[config.mk]
export PLATFORM = sky130hd
export DESIGN_NAME = axil_router
export DESIGN_NICKNAME = d
export VERILOG_FILES = /design/src/rtl/axil_router.sv
export SDC_FILE = /design/constraint.sdc
export NUM_CORES = 1
export LEC_CHECK = 0
export BUFFER_PORTS_ARGS = -buffer_cell sky130_fd_sc_hd__buf_2
export CAP_MARGIN = 20
export CORE_AREA = 2 2 149 151
export CTS_CLUSTER_SIZE = 20
export DETAILED_ROUTE_END_ITERATION = 7
export DIE_AREA = 0 0 151 153
export HOLD_SLACK_MARGIN = 0.15
export SYNTH_ARGS = -nofsm -noshare
export SYNTH_HDL_FRONTEND = slang
export SYNTH_SLANG_ARGS = --single-unit
[constraint.sdc]
create_clock -name clk -period 2.2 [get_ports clk]
set_input_delay 0.11 -clock clk [delete_from_list [all_inputs] [get_ports clk]]
set_output_delay 0.11 -clock clk [all_outputs]
set_load 0.02 [all_outputs]
[src/rtl/axil_router.sv]
// AXI4-Lite address router: one core master port fanned out to NSLV slave ports.
// Independent read and write engines, one outstanding transaction each; unmapped
// addresses complete locally with DECERR.
module axil_router #(
  parameter int unsigned         NSLV   = 2,
  parameter int unsigned         SLV_AW = 12,
  parameter logic [NSLV*32-1:0]  BASE   = {32'h0000_0000, 32'h0000_0000},
  parameter logic [NSLV*32-1:0]  MASK   = {32'hFFFF_FFF0, 32'hFFFF_F000}
) (
  input  logic                   clk,
  input  logic                   rstn,
  // core read address / data
  input  logic [31:0]            core_axi_araddr,
  input  logic                   core_axi_arvalid,
  input  logic [2:0]             core_axi_arprot,
  output logic                   core_axi_arready,
  output logic [31:0]            core_axi_rdata,
  output logic [1:0]             core_axi_rresp,
  output logic                   core_axi_rvalid,
  input  logic                   core_axi_rready,
  // core write address / data / response
  input  logic [31:0]            core_axi_awaddr,
  input  logic                   core_axi_awvalid,
  input  logic [2:0]             core_axi_awprot,
  output logic                   core_axi_awready,
  input  logic [31:0]            core_axi_wdata,
  input  logic [3:0]             core_axi_wstrb,
  input  logic                   core_axi_wvalid,
  output logic                   core_axi_wready,
  output logic [1:0]             core_axi_bresp,
  output logic                   core_axi_bvalid,
  input  logic                   core_axi_bready,
  // slave read ports
  output logic [NSLV*SLV_AW-1:0] slv_axi_araddr,
  output logic [NSLV*3-1:0]      slv_axi_arprot,
  output logic [NSLV-1:0]        slv_axi_arvalid,
  input  logic [NSLV-1:0]        slv_axi_arready,
  input  logic [NSLV*32-1:0]     slv_axi_rdata,
  input  logic [NSLV*2-1:0]      slv_axi_rresp,
  input  logic [NSLV-1:0]        slv_axi_rvalid,
  output logic [NSLV-1:0]        slv_axi_rready,
  // slave write ports
  output logic [NSLV*SLV_AW-1:0] slv_axi_awaddr,
  output logic [NSLV*3-1:0]      slv_axi_awprot,
  output logic [NSLV-1:0]        slv_axi_awvalid,
  input  logic [NSLV-1:0]        slv_axi_awready,
  output logic [NSLV*32-1:0]     slv_axi_wdata,
  output logic [NSLV*4-1:0]      slv_axi_wstrb,
  output logic [NSLV-1:0]        slv_axi_wvalid,
  input  logic [NSLV-1:0]        slv_axi_wready,
  input  logic [NSLV*2-1:0]      slv_axi_bresp,
  input  logic [NSLV-1:0]        slv_axi_bvalid,
  output logic [NSLV-1:0]        slv_axi_bready,
  // debug
  output logic [2:0]             reading_state,
  output logic [2:0]             writing_state
);

  localparam int unsigned SW = (NSLV > 1) ? $clog2(NSLV) : 1;

  localparam logic [2:0] R_IDLE = 3'd0;
  localparam logic [2:0] R_ADDR = 3'd1;
  localparam logic [2:0] R_DATA = 3'd2;
  localparam logic [2:0] R_RESP = 3'd3;

  localparam logic [2:0] W_IDLE = 3'd0;
  localparam logic [2:0] W_FWD  = 3'd1;
  localparam logic [2:0] W_WAIT = 3'd2;
  localparam logic [2:0] W_RESP = 3'd3;

  localparam logic [1:0] RESP_DECERR = 2'b11;

  // Read engine state
  logic [2:0]        r_state_q, r_state_d;
  logic [SW-1:0]     r_sel_q, r_sel_d;
  logic              r_hit_q, r_hit_d;
  logic [SLV_AW-1:0] r_addr_q, r_addr_d;
  logic [2:0]        r_prot_q, r_prot_d;
  logic [31:0]       r_data_q, r_data_d;
  logic [1:0]        r_resp_q, r_resp_d;
  logic              ar_rdy_q, ar_rdy_d;

  // Write engine state
  logic [2:0]        w_state_q, w_state_d;
  logic [SW-1:0]     w_sel_q, w_sel_d;
  logic              w_hit_q, w_hit_d;
  logic [SLV_AW-1:0] w_addr_q, w_addr_d;
  logic [2:0]        w_prot_q, w_prot_d;
  logic [31:0]       w_data_q, w_data_d;
  logic [3:0]        w_strb_q, w_strb_d;
  logic [1:0]        w_resp_q, w_resp_d;
  logic              aw_done_q, aw_done_d;
  logic              wd_done_q, wd_done_d;
  logic              w_idle_q, w_idle_d;

  // Decode results and selected-slave inputs
  logic          ar_hit, aw_hit;
  logic [SW-1:0] ar_idx, aw_idx;
  logic          sel_arready, sel_rvalid, sel_awready, sel_wready, sel_bvalid;
  logic [31:0]   sel_rdata;
  logic [1:0]    sel_rresp, sel_bresp;
  logic          ar_fire, aw_fire;

  // Address decode: scan from the top down so the lowest matching index wins
  always_comb begin
    ar_hit = 1'b0;
    ar_idx = '0;
    aw_hit = 1'b0;
    aw_idx = '0;
    for (int i = NSLV - 1; i >= 0; i--) begin
      if ((core_axi_araddr & MASK[32*i +: 32]) == BASE[32*i +: 32]) begin
        ar_hit = 1'b1;
        ar_idx = SW'(i);
      end
      if ((core_axi_awaddr & MASK[32*i +: 32]) == BASE[32*i +: 32]) begin
        aw_hit = 1'b1;
        aw_idx = SW'(i);
      end
    end
  end

  // Mux the latched target slave's response-side inputs
  always_comb begin
    sel_arready = 1'b0;
    sel_rvalid  = 1'b0;
    sel_rdata   = '0;
    sel_rresp   = '0;
    sel_awready = 1'b0;
    sel_wready  = 1'b0;
    sel_bvalid  = 1'b0;
    sel_bresp   = '0;
    for (int i = 0; i < NSLV; i++) begin
      if (r_sel_q == SW'(i)) begin
        sel_arready = slv_axi_arready[i];
        sel_rvalid  = slv_axi_rvalid[i];
        sel_rdata   = slv_axi_rdata[32*i +: 32];
        sel_rresp   = slv_axi_rresp[2*i +: 2];
      end
      if (w_sel_q == SW'(i)) begin
        sel_awready = slv_axi_awready[i];
        sel_wready  = slv_axi_wready[i];
        sel_bvalid  = slv_axi_bvalid[i];
        sel_bresp   = slv_axi_bresp[2*i +: 2];
      end
    end
  end

  // Read engine next state
  always_comb begin
    r_state_d = r_state_q;
    r_sel_d   = r_sel_q;
    r_hit_d   = r_hit_q;
    r_addr_d  = r_addr_q;
    r_prot_d  = r_prot_q;
    r_data_d  = r_data_q;
    r_resp_d  = r_resp_q;
    ar_fire   = ar_rdy_q && core_axi_arvalid;
    unique case (r_state_q)
      R_IDLE: begin
        if (ar_fire) begin
          r_sel_d  = ar_idx;
          r_hit_d  = ar_hit;
          r_addr_d = core_axi_araddr[SLV_AW-1:0];
          r_prot_d = core_axi_arprot;
          if (ar_hit) begin
            r_state_d = R_ADDR;
          end else begin
            r_data_d  = '0;
            r_resp_d  = RESP_DECERR;
            r_state_d = R_RESP;
          end
        end
      end
      R_ADDR: begin
        if (sel_arready) r_state_d = R_DATA;
      end
      R_DATA: begin
        if (sel_rvalid) begin
          r_data_d  = sel_rdata;
          r_resp_d  = sel_rresp;
          r_state_d = R_RESP;
        end
      end
      R_RESP: begin
        if (core_axi_rready) r_state_d = R_IDLE;
      end
      default: r_state_d = R_IDLE;
    endcase
    // arready is registered so it reads 0 while reset is asserted
    ar_rdy_d = (r_state_d == R_IDLE);
  end

  // Read engine registers
  always_ff @(posedge clk or negedge rstn) begin
    if (!rstn) begin
      r_state_q <= R_IDLE;
      r_sel_q   <= '0;
      r_hit_q   <= 1'b0;
      r_addr_q  <= '0;
      r_prot_q  <= '0;
      r_data_q  <= '0;
      r_resp_q  <= '0;
      ar_rdy_q  <= 1'b0;
    end else begin
      r_state_q <= r_state_d;
      r_sel_q   <= r_sel_d;
      r_hit_q   <= r_hit_d;
      r_addr_q  <= r_addr_d;
      r_prot_q  <= r_prot_d;
      r_data_q  <= r_data_d;
      r_resp_q  <= r_resp_d;
      ar_rdy_q  <= ar_rdy_d;
    end
  end

  // Write engine next state; AW and W are only ever accepted together
  always_comb begin
    w_state_d = w_state_q;
    w_sel_d   = w_sel_q;
    w_hit_d   = w_hit_q;
    w_addr_d  = w_addr_q;
    w_prot_d  = w_prot_q;
    w_data_d  = w_data_q;
    w_strb_d  = w_strb_q;
    w_resp_d  = w_resp_q;
    aw_done_d = aw_done_q;
    wd_done_d = wd_done_q;
    aw_fire   = w_idle_q && core_axi_awvalid && core_axi_wvalid;
    unique case (w_state_q)
      W_IDLE: begin
        if (aw_fire) begin
          w_sel_d   = aw_idx;
          w_hit_d   = aw_hit;
          w_addr_d  = core_axi_awaddr[SLV_AW-1:0];
          w_prot_d  = core_axi_awprot;
          w_data_d  = core_axi_wdata;
          w_strb_d  = core_axi_wstrb;
          aw_done_d = 1'b0;
          wd_done_d = 1'b0;
          if (aw_hit) begin
            w_state_d = W_FWD;
          end else begin
            w_resp_d  = RESP_DECERR;
            w_state_d = W_RESP;
          end
        end
      end
      W_FWD: begin
        // Each channel retires on its own handshake; move on once both have
        aw_done_d = aw_done_q || sel_awready;
        wd_done_d = wd_done_q || sel_wready;
        if (aw_done_d && wd_done_d) begin
          aw_done_d = 1'b0;
          wd_done_d = 1'b0;
          w_state_d = W_WAIT;
        end
      end
      W_WAIT: begin
        if (sel_bvalid) begin
          w_resp_d  = sel_bresp;
          w_state_d = W_RESP;
        end
      end
      W_RESP: begin
        if (core_axi_bready) w_state_d = W_IDLE;
      end
      default: w_state_d = W_IDLE;
    endcase
    w_idle_d = (w_state_d == W_IDLE);
  end

  // Write engine registers
  always_ff @(posedge clk or negedge rstn) begin
    if (!rstn) begin
      w_state_q <= W_IDLE;
      w_sel_q   <= '0;
      w_hit_q   <= 1'b0;
      w_addr_q  <= '0;
      w_prot_q  <= '0;
      w_data_q  <= '0;
      w_strb_q  <= '0;
      w_resp_q  <= '0;
      aw_done_q <= 1'b0;
      wd_done_q <= 1'b0;
      w_idle_q  <= 1'b0;
    end else begin
      w_state_q <= w_state_d;
      w_sel_q   <= w_sel_d;
      w_hit_q   <= w_hit_d;
      w_addr_q  <= w_addr_d;
      w_prot_q  <= w_prot_d;
      w_data_q  <= w_data_d;
      w_strb_q  <= w_strb_d;
      w_resp_q  <= w_resp_d;
      aw_done_q <= aw_done_d;
      wd_done_q <= wd_done_d;
      w_idle_q  <= w_idle_d;
    end
  end

  // Core-side outputs
  assign core_axi_arready = ar_rdy_q;
  assign core_axi_rvalid  = (r_state_q == R_RESP);
  assign core_axi_rdata   = r_data_q;
  assign core_axi_rresp   = r_resp_q;
  assign core_axi_awready = aw_fire;
  assign core_axi_wready  = aw_fire;
  assign core_axi_bvalid  = (w_state_q == W_RESP);
  assign core_axi_bresp   = w_resp_q;
  assign reading_state    = r_state_q;
  assign writing_state    = w_state_q;

  // Slave-side outputs: only the latched target sees anything non-zero
  always_comb begin
    slv_axi_araddr  = '0;
    slv_axi_arprot  = '0;
    slv_axi_arvalid = '0;
    slv_axi_rready  = '0;
    slv_axi_awaddr  = '0;
    slv_axi_awprot  = '0;
    slv_axi_awvalid = '0;
    slv_axi_wdata   = '0;
    slv_axi_wstrb   = '0;
    slv_axi_wvalid  = '0;
    slv_axi_bready  = '0;
    for (int i = 0; i < NSLV; i++) begin
      if (r_hit_q && (r_sel_q == SW'(i))) begin
        slv_axi_araddr[SLV_AW*i +: SLV_AW] = r_addr_q;
        slv_axi_arprot[3*i +: 3]           = r_prot_q;
        slv_axi_arvalid[i]                 = (r_state_q == R_ADDR);
        slv_axi_rready[i]                  = (r_state_q == R_DATA);
      end
      if (w_hit_q && (w_sel_q == SW'(i))) begin
        slv_axi_awaddr[SLV_AW*i +: SLV_AW] = w_addr_q;
        slv_axi_awprot[3*i +: 3]           = w_prot_q;
        slv_axi_wdata[32*i +: 32]          = w_data_q;
        slv_axi_wstrb[4*i +: 4]            = w_strb_q;
        slv_axi_awvalid[i]                 = (w_state_q == W_FWD) && !aw_done_q;
        slv_axi_wvalid[i]                  = (w_state_q == W_FWD) && !wd_done_q;
        slv_axi_bready[i]                  = (w_state_q == W_WAIT);
      end
    end
  end

endmodule

======== Yosys cells after proc, flatten, opt, wreduce, memory -nomap -nowiden ========
Cells that the tools add are included.
cells by class
  reductions and logical operators ........ 30
  equal/unequal tests ..................... 12
  $mul .................................... 0
  div/mod/pow operators ................... 0
  bitwise operators ....................... 2
  $lt $le $gt $ge ......................... 0
  add/sub/neg operators ................... 0
  multiplexer cells ....................... 65
  shift-type cells ........................ 0
operators with widths
  operator              count
  $mux W32              6
  $logic_not A32 Y1     4
  $pmux W32 S2          1
  $mux W12              4
  $mux W3               12
  $mux W1               24
  $pmux W3 S4           2
  $mux W2               10
  $eq A3 B2 Y1 const B  4
  $logic_not A3 Y1      4
  $ne A2 B2 Y1 const B  6
  $logic_and A1 B1 Y1   10
  $mux W4               2
  $pmux W2 S2           2
  $reduce_and A4 Y1     2
  $eq A3 B1 Y1 const B  2
  $reduce_and A2 Y1     3
  $reduce_bool A2 Y1    3
  $pmux W1 S2           2
  $logic_not A1 Y1      2
  $logic_or A1 B1 Y1    2
  $not A1 Y1            2
storage, ports and cells
  word-level logic and storage cells ...... 128
  input port bits ......................... 195
  memory bits (read-only) ................. 0
  output and inout bits ................... 189
  latch bits .............................. 0
  memories kept ........................... 0
  flip-flop bits (word level) ............. 116
  memory bits (writable) .................. 0

======== Longest topological paths before layout ========
  depth after elaboration ................. 7
  mapped depth ............................ 6
  gate-level depth less buffers ........... 4

======== Worst setup path after synthesis ========
OpenSTA, ideal clock, no wires.
  path kind ............................... register to register
  from .................................... register r_state_q[1], in the netlist reading_state[1]
  to ...................................... register r_data_q[21], in the netlist core_axi_rdata[21]
  library setup time ...................... 130 ps
  cell stages (with the launch flop) ...... 7
  path slack .............................. 294 ps
  period minus slack after synthesis ...... 1906 ps
  arrival time ............................ 1777 ps
  path buffers ............................ 2
  data required time ...................... 2070 ps
  path through ............................ dfrtp_1 or3b_1 or2_2 clkbuf_8 o2bb2ai_4 buf_6 o2bb2ai_1
between the ends
  cells in the longest elaborated chain, start to end .. 3
  elaborated cells on any way between the ends .. 8
  classes of those cells .................. 4 x eq/ne; 1 x mux; 3 x reduce/logical
ends and longest elaborated chain
  element                                                              line  source
  from (decl)                                                          74    logic [2:0] r_state_q, r_state_d;
  from (signal assigned)                                               205   r_state_q <= r_state_d;
  $eq A3 B2 Y1 or $logic_not A3 Y1 (tied branches)                     158   unique case (r_state_q)
  $ne A2 B2 Y1 (no source line) or $reduce_bool A2 Y1 (tied branches)  -
  $reduce_and A4 Y1 (no source line)                                   -
  to (signal assigned)                                                 210   r_data_q <= r_data_d;
  to (decl)                                                            79    logic [31:0] r_data_q, r_data_d;
Several ways; a longest one is shown, not always the timed one.
A chain may end at the register's enable or synchronous reset.

======== Worst setup path in the final report ========
  from .................................... input port core_axi_awaddr[30]
  to ...................................... register w_hit_q
between the ends
  cells in the longest elaborated chain, start to end .. 3
  elaborated cells on any way between the ends .. 4
  classes of those cells .................. 2 x mux; 2 x reduce/logical
ends and longest elaborated chain
  element               line  source
  from (decl)           22    input logic [31:0] core_axi_awaddr,
  $logic_not A32 Y1     115   if ((core_axi_awaddr & MASK[32*i +: 32]) == BASE[32*i +: 32]) begin
  $mux W1               115
  $mux W1 *             115
  to (signal assigned)  289   w_hit_q <= w_hit_d;
  to (decl)             86    logic w_hit_q, w_hit_d;
Every way passes the cells marked *; elsewhere a longest branch is shown, timed or not.

==> flow_summary.yaml <==
placed_design:
  portBuffers: 383
  place.gp.congestion: 0.838
  hpwlAfterDp_um: 16000
run_status:
  outcome: "completed"
clock_network:
  cts.reportedPaths.clkPinSlew_ns: 0.05
  clockRootBuffer: "clkbuf_16"
  clockBufferDepth: 2
  cts_num_sinks: 116
  cts_buffers: 17
  tritoncts: "yes"
  cts_max_level: 4
  clkLatencyLatePin_ns: 0.41
floorplanning:
  placementRows: 54
  io-pin-count: 384
  initial_core_util_pct: 27.7
  design.die.area_um2: 23100
  core_area_um2: 21500
  dieWidth_um: 151
  die_h_um: 153
final_layout:
  final_util_pct: 48.4
  nFillCells: 1952
  num-nets-final: 1248
  multi_input_area_um2: 2810
  layout-drive-gt1-share_pct: 48.1
  regArea_um2: 2910
  layout-area-overhead-vs-synth_pct: 75.0
synthesis:
  avgSynthCellArea_um2: 11.4
  syn-instance-count: 521
  async_flop_share_pct: 100
  synth_warnings: 0
  ys_seq_area_share_pct: 48.8
  synth_top_cell_by_area: "dfrtp_1"
  synth_top_area_share_pct: 48.8
  ys_types: 46
  synth_area_leaders: "dfrtp_1 49%, mux2_2 13%, and3_1 7.3%"
  synth_edf_count: 0
  ys_ff_latch: 116
  synthesis.area_um2: 5950
  synth_top_flop_cell: "dfrtp_1"
min_path:
  hp-class: "input port to register"
global_route:
  grt_max_degree: 58
  grt_pass1_vias: 6439
  grt_pass1_wl_um: 34100
  grt_overflow: 0
  antenna_found_initial: 3
  grtUsageMet2_pct: 35.3
  track_usage_pct: 19.0
  grt_use_met3_pct: 4.30
  use_met1_pct: 21.3
  busiest_layer: "met2"
detailed_routing:
  ant_nets: 0
  route.detailed.drc: 0
  via_per_inst: 4.59
  drtPass1Iterations: 4
  wl_per_cell_um: 16.7
  route.vias.total: 6182
  drt-initial-drc-count: 222
  drt_wl_total_um: 22600
sta:
  maxSlewViolCount: 0
  rsz0062_at_grt: "no"
  min_period_over_period_pct: 93.5
  slew_headroom_pct: 62.2
  hold_violations: 0
  period_minus_slack_ns: 2.06
  fin_tns_setup_ns: 0
  fmax_ghz: 0.486
  tightest_slew_ns: 0.567
  setup_viol: 0
  finalClockSkew_ns: 0.0140
worst_setup_path:
  startpoint_type: "input port"
  critPathMaxFanout: 2
  cp.arrival_ns: 2.38
  required_ns: 2.52
  crit_type: "input port to register"
  critPathCaptureType: "register"
power:
  leakage_uw: 0.00549
  power_density_nw_per_um2: 893
  ir_drop_mv: 0.647
flow_run:
  maxCapViolCount: 0
[registers in the layout, indices dropped and copies added, names as in the netlist]
signal and count:
aw_done_q 1, core_axi_arready 1, core_axi_bresp 2, core_axi_rdata 32, core_axi_rresp 2, r_addr_q 12, r_hit_q 1, r_prot_q 3
r_sel_q 1, reading_state 3, w_addr_q 12, w_data_q 32, w_hit_q 1, w_idle_q 1, w_prot_q 3, w_sel_q 1
w_strb_q 4, wd_done_q 1, writing_state 3
[logic make-up after synthesis]
logic type	count (synthesis)	synth area share, %
AND/OR/NAND/NOR	202	20.9
flip-flops	116	48.8
multiplexers	103	18.7
AO/OA/AOI/OAI	52	7.41
buffers and inverters	47	4.10
other	1	0.0631
[report_power, final]
part	total (uW)	internal, uW	switching, uW	leakage (uW)
registers	3740	3070	672	0.00143
clock network	3000	1950	1060	0.000309
logic	2540	1350	1190	0.00376
total	9290	6360	2920	0.00549
[layout by cell type (no fill, tap or decap), types with 3 or more instances in the layout]
cell	Yosys	routed
clkbuf_16	0	17
buf_12	0	6
buf_2	4	382
mux2_2	66	66
clkinv_4	0	5
a21oi_1	5	5
a211oi_1	4	4
and2_1	68	68
dlygate4sd3_1	0	153
bufinv_16	0	4
nand3_1	6	6
inv_1	4	4
nor2_1	11	11
nor4_1	9	9
nand2_1	8	7
buf_4	1	13
nor2b_1	6	5
o2bb2ai_1	31	31
nor3_1	5	5
and3_1	69	69
dfrtp_1	116	114
or3b_2	4	4
nand3b_1	3	3
mux2i_1	37	37
inv_6	0	3
[critical path: stages]
cell           delay [ns]
dlygate4sd3_1        0.53
buf_2                0.12
nor4_1               0.25
dlygate4sd3_1        0.60
nand3_1              0.06
dlygate4sd3_1        0.56
o21ai_0              0.14
[synth_stat cells, types with 2 or more instances]
master,n
and2_1,68
clkbuf_8,2
and3b_1,2
nor3_1,5
buf_2,4
inv_1,4
nand3_1,6
nand2_1,8
o2bb2ai_1,31
or3b_2,4
o21ai_0,2
nor2_1,11
nor4_1,9
buf_6,3
a211oi_1,4
nand3b_1,3
mux2_2,66
nor3b_1,2
or4_4,2
clkbuf_1,29
buf_1,2
mux2i_1,37
a22oi_1,2
dfrtp_1,116
a21oi_1,5
and3_1,69
nor2b_1,6
[per-layer routing]
layer	part of all wire, %	routed length, um	vias up
li1	-	-	2933
met1	39	8820	2934
met2	52	11800	280
met3	6.3	1420	33
met4	2.1	473	2
met5	0.058	13	-
[layout make-up]
type	instances	area share [%]
antenna	2	0.0481
clock buffer	19	4.26
clock inverter	13	1.90
inverter	4	0.144
multi-input combinational	359	27.0
sequential	116	27.9
tap	280	3.37
timing repair buffer	555	35.3
[per-stage QoR]
step | power (uW) | hold slack [ns] | instances | worst slack (ns) | cell area, um2
after CTS | 9370 | 0.153 | 1346 | 0.173 | 10400
after global placement | 5990 | 0.115 | 1161 | 0.356 | 8220
after floorplan | 5040 | -0.186 | 522 | 0.294 | 5950
after global routing | 9800 | 0.183 | 1348 | 0.0593 | 10400
after detailed placement | 6080 | 0.117 | 1161 | 0.318 | 8220
final | 9290 | 0.182 | 1348 | 0.142 | 10400
[final timing paths]
check	cells past startpoint	end	slack, ns	startpoint
worst max register to register	5	writing_state[0]	0.22	w_sel_q
worst min register to register	1	core_axi_rdata[13]	0.49	core_axi_rdata[13]
worst min-delay path	4	reading_state[1]	0.18	core_axi_araddr[13]
min in group asynchronous	2	w_data_q[15]	0.21	rstn
worst max-delay path	7	w_hit_q	0.14	core_axi_awaddr[30]
max in group asynchronous	3	r_sel_q	1.26	rstn
[timing repair]
item,CTS,global route
hold buffers,153,0
resized for setup,0,1
endpoints found under the hold margin,208,0
setup endpoints to repair,0,2
buffers inserted,0,0
No activity file was read; power rests on OpenSTA's default activity.
